$ cat src/rtl/reset_release_sequencer.sv
// reset_release_sequencer: releases per-subsystem resets in order, gated on each stage's synchronized ready
module reset_release_sequencer #(
  parameter int NUM_STAGES     = 4,
  parameter int HOLD_CYCLES    = 16,
  parameter int SETTLE_CYCLES  = 8,
  parameter int TIMEOUT_CYCLES = 65535
) (
  input  logic                          clk,
  input  logic                          global_resetn,
  input  logic [NUM_STAGES-1:0]         stage_ready,
  input  logic                          soft_reset_req,
  output logic [NUM_STAGES-1:0]         stage_resetn,
  output logic                          all_released,
  output logic                          timeout_err,
  output logic [$clog2(NUM_STAGES)-1:0] current_stage
);
  localparam int SW = $clog2(NUM_STAGES);
  localparam int M1 = HOLD_CYCLES > SETTLE_CYCLES ? HOLD_CYCLES : SETTLE_CYCLES;
  localparam int MX = M1 > TIMEOUT_CYCLES ? M1 : TIMEOUT_CYCLES;
  localparam int CW = $clog2(MX + 1);
  localparam logic [CW-1:0] HOLD_T = CW'(HOLD_CYCLES);
  localparam logic [CW-1:0] SET_T  = CW'(SETTLE_CYCLES - 1);
  localparam logic [CW-1:0] TO_T   = CW'(TIMEOUT_CYCLES - 1);
  localparam logic [SW-1:0] LAST   = SW'(NUM_STAGES - 1);
  typedef enum logic [2:0] {HOLD, WAIT, SETTLE, DONE, FAULT} state_t;
  state_t state, state_n;
  logic [CW-1:0] cnt, cnt_n;
  logic [NUM_STAGES-1:0] rdy_m, rdy_s, rst_n;
  logic [SW-1:0] cur_n;
  logic rel_n, err_n;
  always_comb begin
    state_n = state;
    cnt_n   = (cnt == '1) ? cnt : cnt + 1'b1;
    rst_n   = stage_resetn;
    rel_n   = all_released;
    err_n   = timeout_err;
    cur_n   = current_stage;
    if (soft_reset_req || (state == DONE && rdy_s != '1)) begin
      state_n = HOLD;
      cnt_n   = '0;
      rst_n   = '0;
      rel_n   = 1'b0;
      cur_n   = '0;
      err_n   = soft_reset_req ? 1'b0 : timeout_err;
    end else begin
      case (state)
        HOLD: if (cnt == HOLD_T) begin
          state_n = WAIT;
          cnt_n   = '0;
          rst_n   = {stage_resetn[NUM_STAGES-2:0], 1'b1};
        end
        WAIT: if (rdy_s[current_stage]) begin
          state_n = SETTLE;
          cnt_n   = '0;
        end else if (cnt == TO_T) begin
          state_n = FAULT;
          rst_n   = '0;
          err_n   = 1'b1;
        end
        SETTLE: if (!rdy_s[current_stage]) begin
          state_n = WAIT;
          cnt_n   = '0;
        end else if (cnt == SET_T) begin
          cnt_n   = '0;
          state_n = (current_stage == LAST) ? DONE : WAIT;
          rel_n   = (current_stage == LAST);
          rst_n   = {stage_resetn[NUM_STAGES-2:0], 1'b1};
          cur_n   = (current_stage == LAST) ? current_stage : current_stage + SW'(1);
        end
        default: ;
      endcase
    end
  end
  // synchronizers are held clear while their stage is in reset, so a stage's ready is only seen after release
  always_ff @(posedge clk) begin
    if (!global_resetn) begin
      state         <= HOLD;
      cnt           <= '0;
      rdy_m         <= '0;
      rdy_s         <= '0;
      stage_resetn  <= '0;
      all_released  <= 1'b0;
      timeout_err   <= 1'b0;
      current_stage <= '0;
    end else begin
      state         <= state_n;
      cnt           <= cnt_n;
      rdy_m         <= stage_ready & stage_resetn;
      rdy_s         <= rdy_m & stage_resetn;
      stage_resetn  <= rst_n;
      all_released  <= rel_n;
      timeout_err   <= err_n;
      current_stage <= cur_n;
    end
  end
endmodule
$ cat config.mk
export PLATFORM = sky130hd
export DESIGN_NAME = reset_release_sequencer
export DESIGN_NICKNAME = d
export VERILOG_FILES = /design/src/rtl/reset_release_sequencer.sv
export SDC_FILE = /design/constraint.sdc
export NUM_CORES = 1
export LEC_CHECK = 0
export CORE_MARGIN = 3
export CORE_UTILIZATION = 56
export DETAILED_ROUTE_END_ITERATION = 16
export PLACE_DENSITY = 0.87
export RECOVER_POWER = 25
export SLEW_MARGIN = 20
export SYNTH_ARGS = -nofsm -noshare
export SYNTH_HDL_FRONTEND = slang
export SYNTH_SLANG_ARGS = --single-unit
$ cat constraint.sdc
create_clock -name clk -period 2.3 [get_ports clk]
set_input_delay 0.345 -clock clk [delete_from_list [all_inputs] [get_ports clk]]
set_output_delay 0.345 -clock clk [all_outputs]
set_load 0.05 [all_outputs]
==> impl_summary.log <==
INFO  metric grt_start_max_net_pins = 17
INFO  metric grt-busiest-layer = met2
INFO  metric hold_slack = between 400 and 500 ps
INFO  metric synthToLayoutAreaGrowth = 15.04%
INFO  metric timing.final.setup_violations = 0
INFO  metric clock_pin_slew_on_the_worst_setup_and_hold_paths = 120 ps
INFO  metric final_max_slew_viol_count = 0
INFO  metric post-place-cells = 231
INFO  metric clock_path_buffers = 2
INFO  metric routabilityCongestion = 0.8887
INFO  metric crit_path_end_kind = flip-flop
INFO  metric synth_edf_count = 0
INFO  metric cts_hold_buf = 0
INFO  metric final.period_utilization = 0.9096
INFO  metric dr_vias_cell = 6.021
INFO  metric critical_path.reg2reg.startpoint = current_stage[0]
INFO  metric max_clock_freq = 0.4780 GHz
INFO  metric groute.layer.met1.usage = 0.2666
INFO  metric number_of_top_level_design_ports = 15
INFO  metric timing.clock.skew = roughly 13 ps
INFO  metric detailedRoute.firstPassIterationCount = 4
INFO  metric yosys_warnings = 0
INFO  metric global_route.usage.met2 = 0.3882
INFO  metric drc_errors = 0
INFO  metric power_density = 560.2 nW/um^2
INFO  metric hold_class = reg2reg
INFO  metric post_route_cells_drive_above_1_share = 0.1538
INFO  metric cts_post_setup_buffers_inserted = 0
INFO  metric clockRootBuffer = sky130_fd_sc_hd__clkbuf_4
INFO  metric regArea = 701.9 sq um
INFO  metric first_pass_grt_wire_length = 6.299 mm
INFO  metric die_wd = 61.04 microns
INFO  metric run_status = complete, no violations
INFO  metric cellLeakagePower = 0.6905 nW
INFO  metric irDropWorstVdd = 0.5563 mV
INFO  metric synth.distinct_cells = 44
INFO  metric ys_seq_area_frac = 0.4130
INFO  metric detailedRoute.firstIterationViolations = 71
INFO  metric dp_hpwl = 2.734 mm
INFO  metric ys_seq_elements = 35
INFO  metric dr_total_vias = ~1400
INFO  metric cp.arrival = between 2000 and 2500 ps
INFO  metric n_fill_cell = around 220
INFO  metric numCtsBuffers = 5
INFO  metric cp-start-kind = flip-flop
INFO  metric totalNegativeSetupSlack = 0 ps
INFO  metric worst_slew_margin_rel = 0.6077
INFO  metric synthesis.nets = 198
INFO  metric syn_area = 1697 sq um
INFO  metric diodes = 0
INFO  metric count_of_placed_standard_cells_in_the_final_layout_fillers_left_out = 239
INFO  metric antenna_left = 0
INFO  metric worst_pin_slew = 583.9 ps
INFO  metric synth_top_flop_cell = sky130_fd_sc_hd__dfxtp_1
INFO  metric multiInputGateArea = 925.9 sq um
INFO  metric initial_utilization = 0.5997
INFO  metric finish.net_count = 218
INFO  metric full_die_area = between 3000 and 4000 sq um
INFO  metric report.final.hold_viol_count = 0
INFO  metric die_h = between 60 and 70 microns
INFO  metric crit_required = 2510 ps
INFO  metric rsz0062_at_grt = false
INFO  metric grtUsageTotal = 0.2303
INFO  metric tritoncts = done
INFO  metric vias_in_the_first_global_route = 1410
INFO  metric worstSetupStartpoint = current_stage[0]
INFO  metric cts_resized = 0
INFO  metric core_area = about 2800 sq um
INFO  metric timing_worst_setup_path_type = reg2reg
INFO  metric cts.sink_count = 35
INFO  metric final_period_minus_worst_setup_slack = 2092 ps
INFO  metric num_rows = 19
INFO  metric critPathMaxFanout = 7
INFO  metric cts.htree.levels = 2
INFO  metric clk-insertion-delay-late = 350 ps
INFO  metric hold_path.startpoint = timeout_err
INFO  metric synth_async_sr_flop_share = 0
INFO  metric postSynthAreaPerCell = roughly 9.1 sq um
INFO  metric wl_per_cell = 15.44 microns
INFO  metric placement.io_buffers = 14
INFO  metric postSynthCellCount = between 150 and 200
INFO  metric route.final.wire_length = 3.690 mm
INFO  metric aggregate_global_routing_overflow = 0
INFO  metric grt.met3_usage = 0.07757
INFO  metric antenna_violations_before_repair = 0
INFO  metric cap_viol_max_count = 0
## routing by layer
| layer | share of wire | up-vias |
|---|---|---|
| met5 | 0 | - |
| met4 | 0.013 | 0 |
| met3 | 0.038 | 8 |
| met2 | 0.50 | 38 |
| met1 | 0.45 | 679 |
| li1 | - | 714 |
## worst max-delay path, cell delays in order (launching register included)
cell                      delay [ps]
sky130_fd_sc_hd__dfxtp_2         400
sky130_fd_sc_hd__mux4_2          600
sky130_fd_sc_hd__nand3_2         140
sky130_fd_sc_hd__and2b_1         220
sky130_fd_sc_hd__o21ai_0         420
sky130_fd_sc_hd__o22ai_1         180
## state kept, by name (all words and copies together) (netlist names)
register       count
cnt               16
rdy_m              4
rdy_s              4
stage_resetn       4
state              3
current_stage      2
all_released       1
timeout_err        1
## worst paths after layout
path	endpoint	slack, ps	depth (start not counted)
worst max-delay path	stage_resetn[3]	210	5
worst min-delay path	timeout_err	460	2
worst max register to register	stage_resetn[3]	210	5
worst min register to register	timeout_err	460	2
## power by group
part / leakage, nW / switching, mW / total [mW] / internal [mW]
sequential: 0.283 / 0.00310 / 0.611 / 0.608
clock: 0.0452 / 0.217 / 0.446 / 0.229
combinational: 0.363 / 0.0188 / 0.0366 / 0.0179
total: 0.690 / 0.239 / 1.09 / 0.854
## synthesized netlist by cell type (5+ instances only)
cell type,n,share of area
sky130_fd_sc_hd__nor2_1,9,0.020
sky130_fd_sc_hd__and3_1,13,0.048
sky130_fd_sc_hd__xor2_1,5,0.026
sky130_fd_sc_hd__dfxtp_1,35,0.41
sky130_fd_sc_hd__o22ai_1,5,0.018
sky130_fd_sc_hd__nand2_1,11,0.024
sky130_fd_sc_hd__nand4_1,7,0.026
sky130_fd_sc_hd__nor3_1,7,0.021
sky130_fd_sc_hd__xnor2_1,6,0.031
sky130_fd_sc_hd__a21oi_1,10,0.029
sky130_fd_sc_hd__nand3_1,6,0.018
sky130_fd_sc_hd__inv_1,12,0.027
sky130_fd_sc_hd__nor2_2,11,0.041
## layout by cell type (no fill, tap or decap), types with 2 or more instances in the layout
cell type,n
sky130_fd_sc_hd__dfxtp_1,34
sky130_fd_sc_hd__and3_1,13
sky130_fd_sc_hd__clkdlybuf4s50_1,13
sky130_fd_sc_hd__inv_1,12
sky130_fd_sc_hd__nor2_2,11
sky130_fd_sc_hd__nand2_1,11
sky130_fd_sc_hd__a21oi_1,10
sky130_fd_sc_hd__nor2_1,9
sky130_fd_sc_hd__nand4_1,7
sky130_fd_sc_hd__nor3_1,7
sky130_fd_sc_hd__nand3_1,6
sky130_fd_sc_hd__xnor2_1,6
sky130_fd_sc_hd__o22ai_1,5
sky130_fd_sc_hd__xor2_1,5
sky130_fd_sc_hd__clkbuf_4,5
sky130_fd_sc_hd__ha_1,4
sky130_fd_sc_hd__nand2b_1,3
sky130_fd_sc_hd__nor4_2,3
sky130_fd_sc_hd__o21ai_0,3
sky130_fd_sc_hd__mux2i_1,3
sky130_fd_sc_hd__or3_1,3
sky130_fd_sc_hd__nor2b_1,2
sky130_fd_sc_hd__and3b_1,2
sky130_fd_sc_hd__and4_1,2
sky130_fd_sc_hd__or2_2,2
sky130_fd_sc_hd__a211oi_1,2
sky130_fd_sc_hd__buf_4,2
## per-stage QoR
step | utilization | cell area, sq um | setup WS [ps] | power, mW
2_1_floorplan | - | 1698 | 161.4 | 0.6444
3_3_place_gp | 0.6630 | 1876 | 295.4 | 0.6601
6_report | 0.6900 | 1952 | 207.9 | 1.093
3_5_place_dp | 0.6630 | 1876 | 222.3 | 0.6620
4_1_cts | 0.6917 | 1957 | 209.7 | 1.106
5_1_grt | 0.6900 | 1952 | 32.52 | 1.139
## cell families after synthesis
family / count (synthesis) / synth area share
buf+inv: 16 / 0.04056
flops: 35 / 0.4130
compound gates: 29 / 0.1195
simple gates: 88 / 0.3097
mux: 4 / 0.03097
xor+xnor: 11 / 0.05678
fa+ha+maj: 4 / 0.02950
## cell type report
cell class / instances / share of cell area
inverters: 12 / 0.02308
well taps: 31 / 0.01987
clock inverters: 3 / 0.02244
multi-input cells: 136 / 0.4744
clock buffers: 5 / 0.01923
repair buffers: 17 / 0.08141
flip-flops and latches: 35 / 0.3596
No activity file was read; power rests on OpenSTA's default activity.
